`src/rtl/obc_da_sequencer.sv`:
```
// obc_da_sequencer
// Bit-serial control and accumulation engine for one OBC distributed-arithmetic
// DFT term. A block of 16 two's-complement samples is captured, one bit-plane is
// presented per cycle (LSB first) to an external 16-input OBC ROM/negate/sum
// stage, and the returned partial sums are shift-accumulated into the result.
//
// Ports:
//   clk        rising-edge clock
//   rst_n      asynchronous active-low reset
//   flush      synchronous abort back to IDLE (highest priority)
//   in_valid   sample block valid            in_ready  block can be accepted
//   in_data    16 samples, sample i at [i*W +: W]
//   plane      current bit-plane, plane[i] = bit k of sample i (0 outside RUN)
//   m          sign-plane flag, high when k == W-1 (0 outside RUN)
//   rom_data   partial sum returned by the ROM stage for plane/m
//   out_valid  result valid                  out_ready downstream accepts result
//   out_data   accumulated DFT term (0 unless out_valid)
//   busy       high in every state except IDLE
//
// Build option: define OBC_SEQ_ROMREG_EN to register rom_data ahead of the
// accumulator. Each plane is then accumulated one cycle after it is presented,
// and a one-cycle DRAIN state after RUN absorbs the last plane.
module obc_da_sequencer #(
  parameter int W    = 16,
  parameter int ROMW = 32,
  parameter int ACCW = ROMW + W
) (
  input  logic              clk,
  input  logic              rst_n,
  input  logic              flush,
  input  logic              in_valid,
  output logic              in_ready,
  input  logic [16*W-1:0]   in_data,
  output logic [15:0]       plane,
  output logic              m,
  input  logic [ROMW-1:0]   rom_data,
  output logic              out_valid,
  input  logic              out_ready,
  output logic [ACCW-1:0]   out_data,
  output logic              busy
);

  localparam int KW = (W > 1) ? $clog2(W) : 1;

  localparam logic [1:0] S_IDLE  = 2'd0;
  localparam logic [1:0] S_RUN   = 2'd1;
  localparam logic [1:0] S_DRAIN = 2'd2;
  localparam logic [1:0] S_DONE  = 2'd3;

`ifdef OBC_SEQ_ROMREG_EN
  localparam logic [1:0] S_AFTER_RUN = S_DRAIN;
`else
  localparam logic [1:0] S_AFTER_RUN = S_DONE;
`endif

  logic [1:0]       state;
  logic [KW-1:0]    k;
  logic [16*W-1:0]  samples;
  logic [16*W-1:0]  samples_shifted;
  logic [ACCW-1:0]  acc;
  logic [ROMW-1:0]  acc_src;
  logic [KW-1:0]    acc_k;
  logic             acc_en;
  logic [ACCW-1:0]  addend;
  logic             run;
  logic             last_plane;

  assign run        = (state == S_RUN);
  assign last_plane = (k == KW'(W - 1));

  // Each lane shifts right independently so the LSB of lane i is always bit k
  // of sample i.
  genvar gi;
  generate
    for (gi = 0; gi < 16; gi++) begin : g_lane
      assign plane[gi] = run & samples[gi*W];
      assign samples_shifted[gi*W +: W] = samples[gi*W +: W] >> 1;
    end
  endgenerate

`ifdef OBC_SEQ_ROMREG_EN
  // Delayed copy of the ROM result together with the k of the plane that
  // produced it, so the shift weight matches the data.
  logic [ROMW-1:0] rom_q;
  logic [KW-1:0]   k_q;
  logic            en_q;

  always_ff @(posedge clk or negedge rst_n) begin
    if (!rst_n) begin
      rom_q <= '0;
      k_q   <= '0;
      en_q  <= 1'b0;
    end else if (flush) begin
      en_q  <= 1'b0;
    end else begin
      rom_q <= rom_data;
      k_q   <= k;
      en_q  <= run;
    end
  end

  assign acc_src = rom_q;
  assign acc_k   = k_q;
  assign acc_en  = en_q;
`else
  assign acc_src = rom_data;
  assign acc_k   = k;
  assign acc_en  = run;
`endif

  // Sign-extend to full precision before weighting by 2^k; wraps modulo 2^ACCW.
  assign addend = {{(ACCW-ROMW){acc_src[ROMW-1]}}, acc_src} << acc_k;

  always_ff @(posedge clk or negedge rst_n) begin
    if (!rst_n) begin
      state   <= S_IDLE;
      k       <= '0;
      samples <= '0;
      acc     <= '0;
    end else if (flush) begin
      state   <= S_IDLE;
      k       <= '0;
      acc     <= '0;
    end else begin
      if (acc_en) begin
        acc <= acc + addend;
      end
      case (state)
        S_IDLE: begin
          if (in_valid) begin
            samples <= in_data;
            acc     <= '0;
            k       <= '0;
            state   <= S_RUN;
          end
        end
        S_RUN: begin
          samples <= samples_shifted;
          if (last_plane) begin
            k     <= '0;
            state <= S_AFTER_RUN;
          end else begin
            k <= k + KW'(1);
          end
        end
        S_DRAIN: begin
          state <= S_DONE;
        end
        default: begin
          if (out_ready) begin
            state <= S_IDLE;
          end
        end
      endcase
    end
  end

  assign in_ready  = (state == S_IDLE);
  assign busy      = (state != S_IDLE);
  assign out_valid = (state == S_DONE);
  assign m         = run & last_plane;
  assign out_data  = out_valid ? acc : '0;

endmodule

```
`config.mk`:
```
export PLATFORM = sky130hd
export DESIGN_NAME = obc_da_sequencer
export DESIGN_NICKNAME = d
export VERILOG_FILES = /design/src/rtl/obc_da_sequencer.sv
export SDC_FILE = /design/constraint.sdc
export NUM_CORES = 1
export LEC_CHECK = 0
export ABC_AREA = 1
export CORE_ASPECT_RATIO = 1.4
export CORE_MARGIN = 3
export CORE_UTILIZATION = 40
export CTS_BUF_LIST = sky130_fd_sc_hd__clkbuf_8
export DETAILED_ROUTE_END_ITERATION = 8
export GPL_TIMING_DRIVEN = 1
export PLACE_DENSITY = 0.59
export SLEW_MARGIN = 0
export SYNTH_ARGS = -nofsm -noshare
export SYNTH_HDL_FRONTEND = slang
export SYNTH_SLANG_ARGS = --single-unit
```
`constraint.sdc`:
```
create_clock -name clk -period 7.87 [get_ports clk]
set_input_delay 2.361 -clock clk [delete_from_list [all_inputs] [get_ports clk]]
set_output_delay 2.361 -clock clk [all_outputs]
set_load 0.01 [all_outputs]
```
-- After elaboration in Yosys (flattened, before gate mapping)
Cells that the tools add are included.
Widths: inputs -> output; s select.
- flip-flop bits (word level): 310
- bits of input ports: 293
- output and inout port bits: 68
- word-level logic and storage cells: 56
- add/sub/neg operators: 2
- equal/unequal tests: 7
- shift-type cells: 1
- muxes and demuxes: 16
- bitwise operators: 18
- reductions and logical operators: 8
- operator list (kind ; count):
    $pmux 256 s2 ; 1
    $mux 256 ; 1
    $mux 48 ; 5
    $add 48x48->48 ; 1
    $shl 48x4->48 ; 1
    $and 1x1->1 ; 17
    $mux 4 ; 3
    $mux 2 ; 4
    $pmux 4 s2 ; 1
    $pmux 2 s3 ; 1
    $reduce_and 3->1 ; 2
    $reduce_bool 5->1 ; 1
    $add 4x1->4 const B ; 1
    $eq 2x2->1 const B ; 2
    $eq 4x4->1 const B ; 1
    $reduce_bool 2->1 ; 2
    $ne 3x2->1 const B ; 1
    $ne 3x3->1 const B ; 1
    $reduce_bool 3->1 ; 1
    $eq 2x1->1 const B ; 1
    $logic_not 2->1 ; 1
    $ne 2x2->1 const B ; 1
    $reduce_and 2->1 ; 1
    $not 1->1 ; 1

-- Longest topological paths before layout
Gate-level depths: netlist (run 1).
- depth in word-level cells: 6
- depth in mapped cells: 26
- depth with buffers taken out: 24

-- Worst setup path after synthesis (run 1)
No wires, ideal clock.
- path type: input port to flip-flop
- from: input port rom_data[0]
- to: register acc[36]
- library setup time: 121 ps
- arrival: 4239 ps
- required time: 7749 ps
- path slack: 3510 ps
- stages on the path: 18
- path buffers: 0
- cell sequence: nand2_1 > nand2_1 > o21ai_0 > inv_1 > o21ai_0 > o21ai_0 > ha_1 > nand2_1 > nor2_1 > inv_1 > nor2_2 > nand4_1 > nand3_1 > nand2_1 > nand3_1 > nand2_1 > nor2_1 > nor2_1
- word-level cells in the longest chain between the ends: 6
- ends and longest elaborated chain (what ; line ; text):
    start: declaration ; 36 ; input logic [ROMW-1:0] rom_data,
    $shl 48x4->48 * ; 112 ; assign addend = {{(ACCW-ROMW){acc_src[ROMW-1]}}, acc_src} << acc_k;
    $add 48x48->48 * ; 126 ; acc <= acc + addend;
    $mux 48 * ; 125 ; if (acc_en) begin
    $mux 48 ; 130 ; if (in_valid) begin
    $mux 48 * ; 128 ; case (state)
    $mux 48 * ; 120 ; end else if (flush) begin
    end signal: assignment ; 126 ;
    end: declaration ; 60 ; logic [ACCW-1:0] acc;
Mark *: on every way between the ends. The rest lies on a longest branch, timed or not.
A chain may end at the register's enable or synchronous reset.

-- Worst setup path in the final report (run 1)
- from: input port rom_data[31]
- to: register acc[42]
The elaborated chain is that of the path after synthesis.

==> results of run 1 <==
-- cell usage in the layout, fill, tap and decap left out, drive strengths merged, types with 5 or more instances in the layout --
master / instances
nand3: 131
clkinv: 9
o21ai: 364
or2: 5
buf: 22
o21a: 239
nor2: 665
o21bai: 5
nand2: 638
dfrtp: 310
clkdlybuf4s50: 359
clkbuf: 71
o211ai: 7
ha: 52
a31oi: 5
xor2: 17
nor3: 9
a21oi: 45
diode: 9
nand4: 14
inv: 366
mux2i: 5
-- stage by stage --
stage | hold WS, ps | std cells | worst slack, ps | utilization | instance area (um2)
floorplan | 462 | 3036 | 3510 | - | 21000
global placement | 473 | 3904 | 1140 | 0.480 | 24700
detailed placement | 480 | 3904 | 1180 | 0.480 | 24700
CTS | 493 | 3999 | 1890 | 0.502 | 25900
global route | 499 | 4008 | 1520 | 0.503 | 25900
finish | 489 | 4008 | 1780 | 0.503 | 25900
-- critical path, stage by stage --
cell	delay [ps]
clkdlybuf4s50_1	850
mux2i_1	180
o21ai_0	570
o21ai_0	350
o21ai_0	700
ha_1	320
nand2_1	150
nor2_1	220
inv_1	130
nor3_1	260
nand3_1	190
nand4_1	150
nand3_1	80
nand2_1	80
inv_1	30
-- report_power, final --
part | total, mW | switching (mW) | internal (mW)
registers | 2.77 | 0.441 | 2.33
clock network | 1.59 | 0.717 | 0.871
logic | 5.36 | 3.42 | 1.93
total | 9.71 | 4.58 | 5.13
-- metal layers --
| metal | up-vias | GRT usage |
|---|---|---|
| li1 | 10200 | - |
| met5 | - | 0 |
| met2 | 505 | 0.486 |
| met1 | 9622 | 0.295 |
| met3 | 161 | 0.0426 |
| met4 | 10 | 0.126 |
-- layout make-up --
class	count	area [um2]	share of cell area
Antenna cell	9	22.5	0.000870
Timing Repair Buffer	381	3820	0.147
Clock inverter	24	166	0.00643
Inverter	353	1330	0.0515
Multi-Input combinational cell	2210	11000	0.425
Clock buffer	71	977	0.0377
Tap cell	650	813	0.0314
Sequential cell	310	7760	0.300
-- worst max path at each step --
stage	end	slack [ps]	cells past startpoint
after global routing	acc[46]	1520	17
after CTS	acc[42]	1890	15
after global placement	acc[42]	1140	15
final	acc[42]	1780	15
after detailed placement	acc[42]	1180	15
after floorplan	acc[36]	3510	18
-- flip-flops by register name (all words and copies together), names as in the netlist --
| register | count |
|---|---|
| acc | 48 |
| state | 2 |
| acc_k | 4 |
| samples | 256 |
-- logic make-up (layout without fill, tap and decap cells) --
kind of cell | after synthesis | after routing | synth area share
multiplexers | 5 | 5 | 0.00239
adder cells (fa/ha/maj) | 53 | 53 | 0.0320
XOR/XNOR | 19 | 19 | 0.00794
flip-flops | 310 | 310 | 0.370
AO/OA/AOI/OAI | 668 | 668 | 0.208
other | 0 | 9 | 0
AND/OR/NAND/NOR | 1465 | 1465 | 0.274
buffers and inverters | 516 | 829 | 0.106
==> results.cfg, run 1 <==
[outcome]
outcome = finished clean

[clock_tree]
clockBufferDepth = 3
cts_hold_buf = 0
clk_latency_ps = 640
clkSlewWorstSetupHoldPaths_ps = 60
cts.sinks = 310
cts_max_level = 2
postCtsResizedCells = 0
cts-root-buf = clkbuf_8
cts_tree = yes
post_cts_buffers = 0
cts_made_buffers = 53

[worst_setup_path]
rrSetupSlack_ps = 3510
reg2regPathDepth = 14
start_kind = input pin
required_ps = 8400
endpoint_kind = flip-flop
path_class = in2reg
startpoint = rom_data[31]
arrival_ps = 6630
r2r_end = acc[42]
r2r_start = acc_k[1]
cp_max_fo = 6

[global_route]
antenna_found_initial = 15
grt_pass1_vias = 20800
grt_util_all_layers = 0.265
grt_max_degree = 250
grt-ovfl-total = 0
grt_pass1_wl_mm = 115

[floorplanning]
die_x_um = 199
core-area_um2 = 51500
dieHeight_um = 277
die_area_um2 = 55200
rows = 98
ios = 361
floorplan.initialDensity = 0.407

[yosys]
synth_common_cells = 662 x nor2_1, 637 x nand2_1, 350 x inv_1, 310 x dfrtp_1, 262 x o21ai_0
yosysWarningCount = 0
syn_area_per_cell_um2 = 6.91
netlist_area_um2 = 21000
synth-seq-cells = 310
synth_edf_count = 0
ys_top_cells_by_area = dfrtp_1 37%, nor2_1 12%, nand2_1 11%
synth.most_common_cell = nor2_1
yosysUniqueCellTypes = 35
synth_top_area_share = 0.370
synth.net_count = 3382
ys.flop_type = dfrtp_1
synthCells = 3036
synth_top_cell_by_area = dfrtp_1
seq_area_frac_synth = 0.370
async_flop_share = 1.00

[power_and_ir_drop]
ir_drop_uv = 253
powerDensity_nw_per_um2 = 375
finalPower_mw = 9.71
total_leakage_power_nw = 12.3

[timing]
finalCriticalPeriod_ps = 6090
finalSetupTns_ps = 0
slew_headroom = 0.255
hold_viol_final = 0
setup_viol = 0
fmax_ghz = 0.164
final_max_slew_viol_count = 0
clock_skew_ps = 23.4
grt_setup_unrepaired = false
worst_pin_slew_ps = 1120
fin_crit_sh = 0.774

[final_layout]
fillers = 5297
final_nets = 3655
drive_gt1_frac = 0.0648
synthToLayoutAreaGrowth_pct = 23.5

[drt]
via_per_inst = 5.11
vias = 20500
routed_wl_mm = 73.9
wl_met3_mm = 3.33
drc_errors = 0
drt_pass1_iterations = 5
drtIter0Drc = 1077
wl_met1_mm = 28.2
met2_length_mm = 38.6
ant_nets = 0
topRoutingLayerUsed = met5
avgRoutedWirePerCell_um = 18.4

[hold_path]
holdPathStages = 1
hold_class = reg2reg
min-delay-start = samples[23]
min_to = samples[23]

[place]
numPortBuffers = 360
hpwl_mm = 55.5
gp_congestion = 1.01

[flow_run]
maxCapViolCount = 0
Note: power is estimated with default switching activity, not from simulation.
==> inputs of run 2 (changes only) <==
Settings changed: PLACE_DENSITY 0.59 to 0.62.
Clock period 7.87 ns to 5.2 ns, I/O delays scaled along.
==> run 2 against run 1 <==
Compared with the run above: final cell count up 1.1%; sequential share of layout area down 0.43 points; worst setup slack worse by 1400 ps; non-clock buffer count up 44; register-to-register slack worse by 2700 ps; core utilization up 0.74 points; critical path depth up 4; largest cell class unchanged.
==> results.cfg, run 2 (synthesized netlist as in run 1, its figures left out) <==
[global_route]
grt_util_all_layers = 0.265
grt_max_degree = 137
grt_pass1_vias = 20800
grt-ovfl-total = 0
antenna_found_initial = 11
grt_pass1_wl_mm = 114

[final_layout]
stdcell_count = 4053
drive_gt1_frac = 0.0775
largest_reg_flops = 256
synthToLayoutAreaGrowth_pct = 25.3
post-route-util = 0.510
mostFrequentLayoutCells = 662 x nor2_1, 637 x nand2_1, 360 x inv_1
final_nets = 3699
regMostFlops = samples
stdcell_area_um2 = 26300
mostFrequentLayoutCell = nor2_1

[drt]
via_per_inst = 5.10
routed_wl_mm = 74.0
avgRoutedWirePerCell_um = 18.2
drc_errors = 0
ant_nets = 0
vias = 20700
drt_pass1_iterations = 5
drtIter0Drc = 1182

[floorplanning]
ios = 361
core-area_um2 = 51500
die_area_um2 = 55200
rows = 98
floorplan.initialDensity = 0.407
die_x_um = 199
dieHeight_um = 277

[timing]
hold_viol_final = 0
slew_headroom = 0.253
finalCriticalPeriod_ps = 4780
fmax_ghz = 0.209
worst_pin_slew_ps = 1110
grt_setup_unrepaired = false
fin_crit_sh = 0.920
setup_viol = 0
clock_skew_ps = 28.9
final_max_slew_viol_count = 0

[clock_tree]
cts_max_level = 2
clkSlewWorstSetupHoldPaths_ps = 60
clockBufferDepth = 3
post_cts_buffers = 0
clk_latency_ps = 650
cts_made_buffers = 53
cts_hold_buf = 0
cts-root-buf = clkbuf_8
cts.sinks = 310
postCtsResizedCells = 0
cts_tree = yes

[power_and_ir_drop]
total_leakage_power_nw = 12.5
powerDensity_nw_per_um2 = 568
finalPower_mw = 14.9
ir_drop_uv = 308

[flow_run]
maxCapViolCount = 0

[place]
numPortBuffers = 360
place_area_um2 = 25100
hpwl_mm = 57.0
gp_congestion = 0.972
dpl.cell_count = 3948

[worst_setup_path]
slowest_delay_ps = 850
arrival_ps = 5320
start_kind = input pin
path_class = in2reg
endpoint_kind = flip-flop
crit_slowest_cell = o21ai_0
worstPathCellList = clkdlybuf4s50_1 -> buf_4 -> nand2_1 -> o21ai_0 -> o21ai_0 -> buf_4 -> o21ai_0 -> ha_1 -> nand2_1 -> nor2_1 -> inv_1 -> nor2_1 -> nand2_1 -> nor2_1 -> nand2_1 -> nand4_1 -> nand3_1 -> nand2_1 -> inv_1
crit_path_frequent_cell = nand2_1
cp_max_fo = 5
required_ps = 5740

[outcome]
outcome = finished clean

[hold_path]
hold_class = reg2reg
==> run 2: changes by cell type in the layout (fill, tap and decap cells not counted) <==
| cell | before | now |
|---|---|---|
| buf_4 | 17 | 56 |
| clkbuf_8 | 71 | 68 |
| buf_12 | 4 | 9 |
| clkinv_2 | 7 | 10 |
| diode_2 | 9 | 10 |
| inv_1 | 362 | 360 |
| inv_6 | 0 | 1 |
| clkinv_4 | 0 | 1 |
==> run 2: per-stage QoR <==
stage | hold WS, ps | setup TNS, ps | setup WS, ps
after floorplan | 462 | 0 | 1640
after global placement | 473 | -740 | -188
after detailed placement | 480 | -580 | -167
after CTS | 495 | 0 | 516
after global routing | 500 | 0 | 331
final | 489 | 0 | 418
==> run 2: cell type report <==
| cell class | instances | area (um2) |
|---|---|---|
| Clock inverter | 27 | 191 |
| Inverter | 353 | 1330 |
| Clock buffer | 68 | 936 |
| Tap cell | 650 | 813 |
| Multi-Input combinational cell | 2210 | 11000 |
| Sequential cell | 310 | 7760 |
| Antenna cell | 10 | 25.0 |
| Fill cell | 5217 | 25200 |
| Timing Repair Buffer | 425 | 4210 |
==> run 2: power breakdown <==
group	switching [mW]	internal [mW]
registers	0.693	3.52
logic	5.26	3.09
clock network	1.08	1.28
==> run 2: metal layers <==
layer,wire length [um],up-vias,global-route usage
met2,38000,547,0.476
met3,3270,154,0.0409
met1,27900,9692,0.292
met4,4790,6,0.152
li1,-,10300,-
met5,33,-,0
==> run 2: worst paths after layout <==
check / slack [ps] / cells after the start / from / end
hold reg to reg: 490 / 1 / samples[17] / samples[17]
hold / removal: 490 / 1 / samples[17] / samples[17]
setup / recovery: 420 / 19 / rom_data[31] / acc[43]
min in group asynchronous: 1010 / 1 / rst_n / samples[82]
setup reg to reg: 820 / 22 / acc_k[0] / acc[43]
max in group asynchronous: 3150 / 2 / rst_n / acc[24]
==> run 2: critical path: cells and delay by family <==
family / cells / cell delay [ps]
AOI/OAI and AO/OA: 3 / 1100
adders and majority gates: 1 / 350
buffers and inverters: 5 / 1070
and+or+nand+nor: 10 / 1260
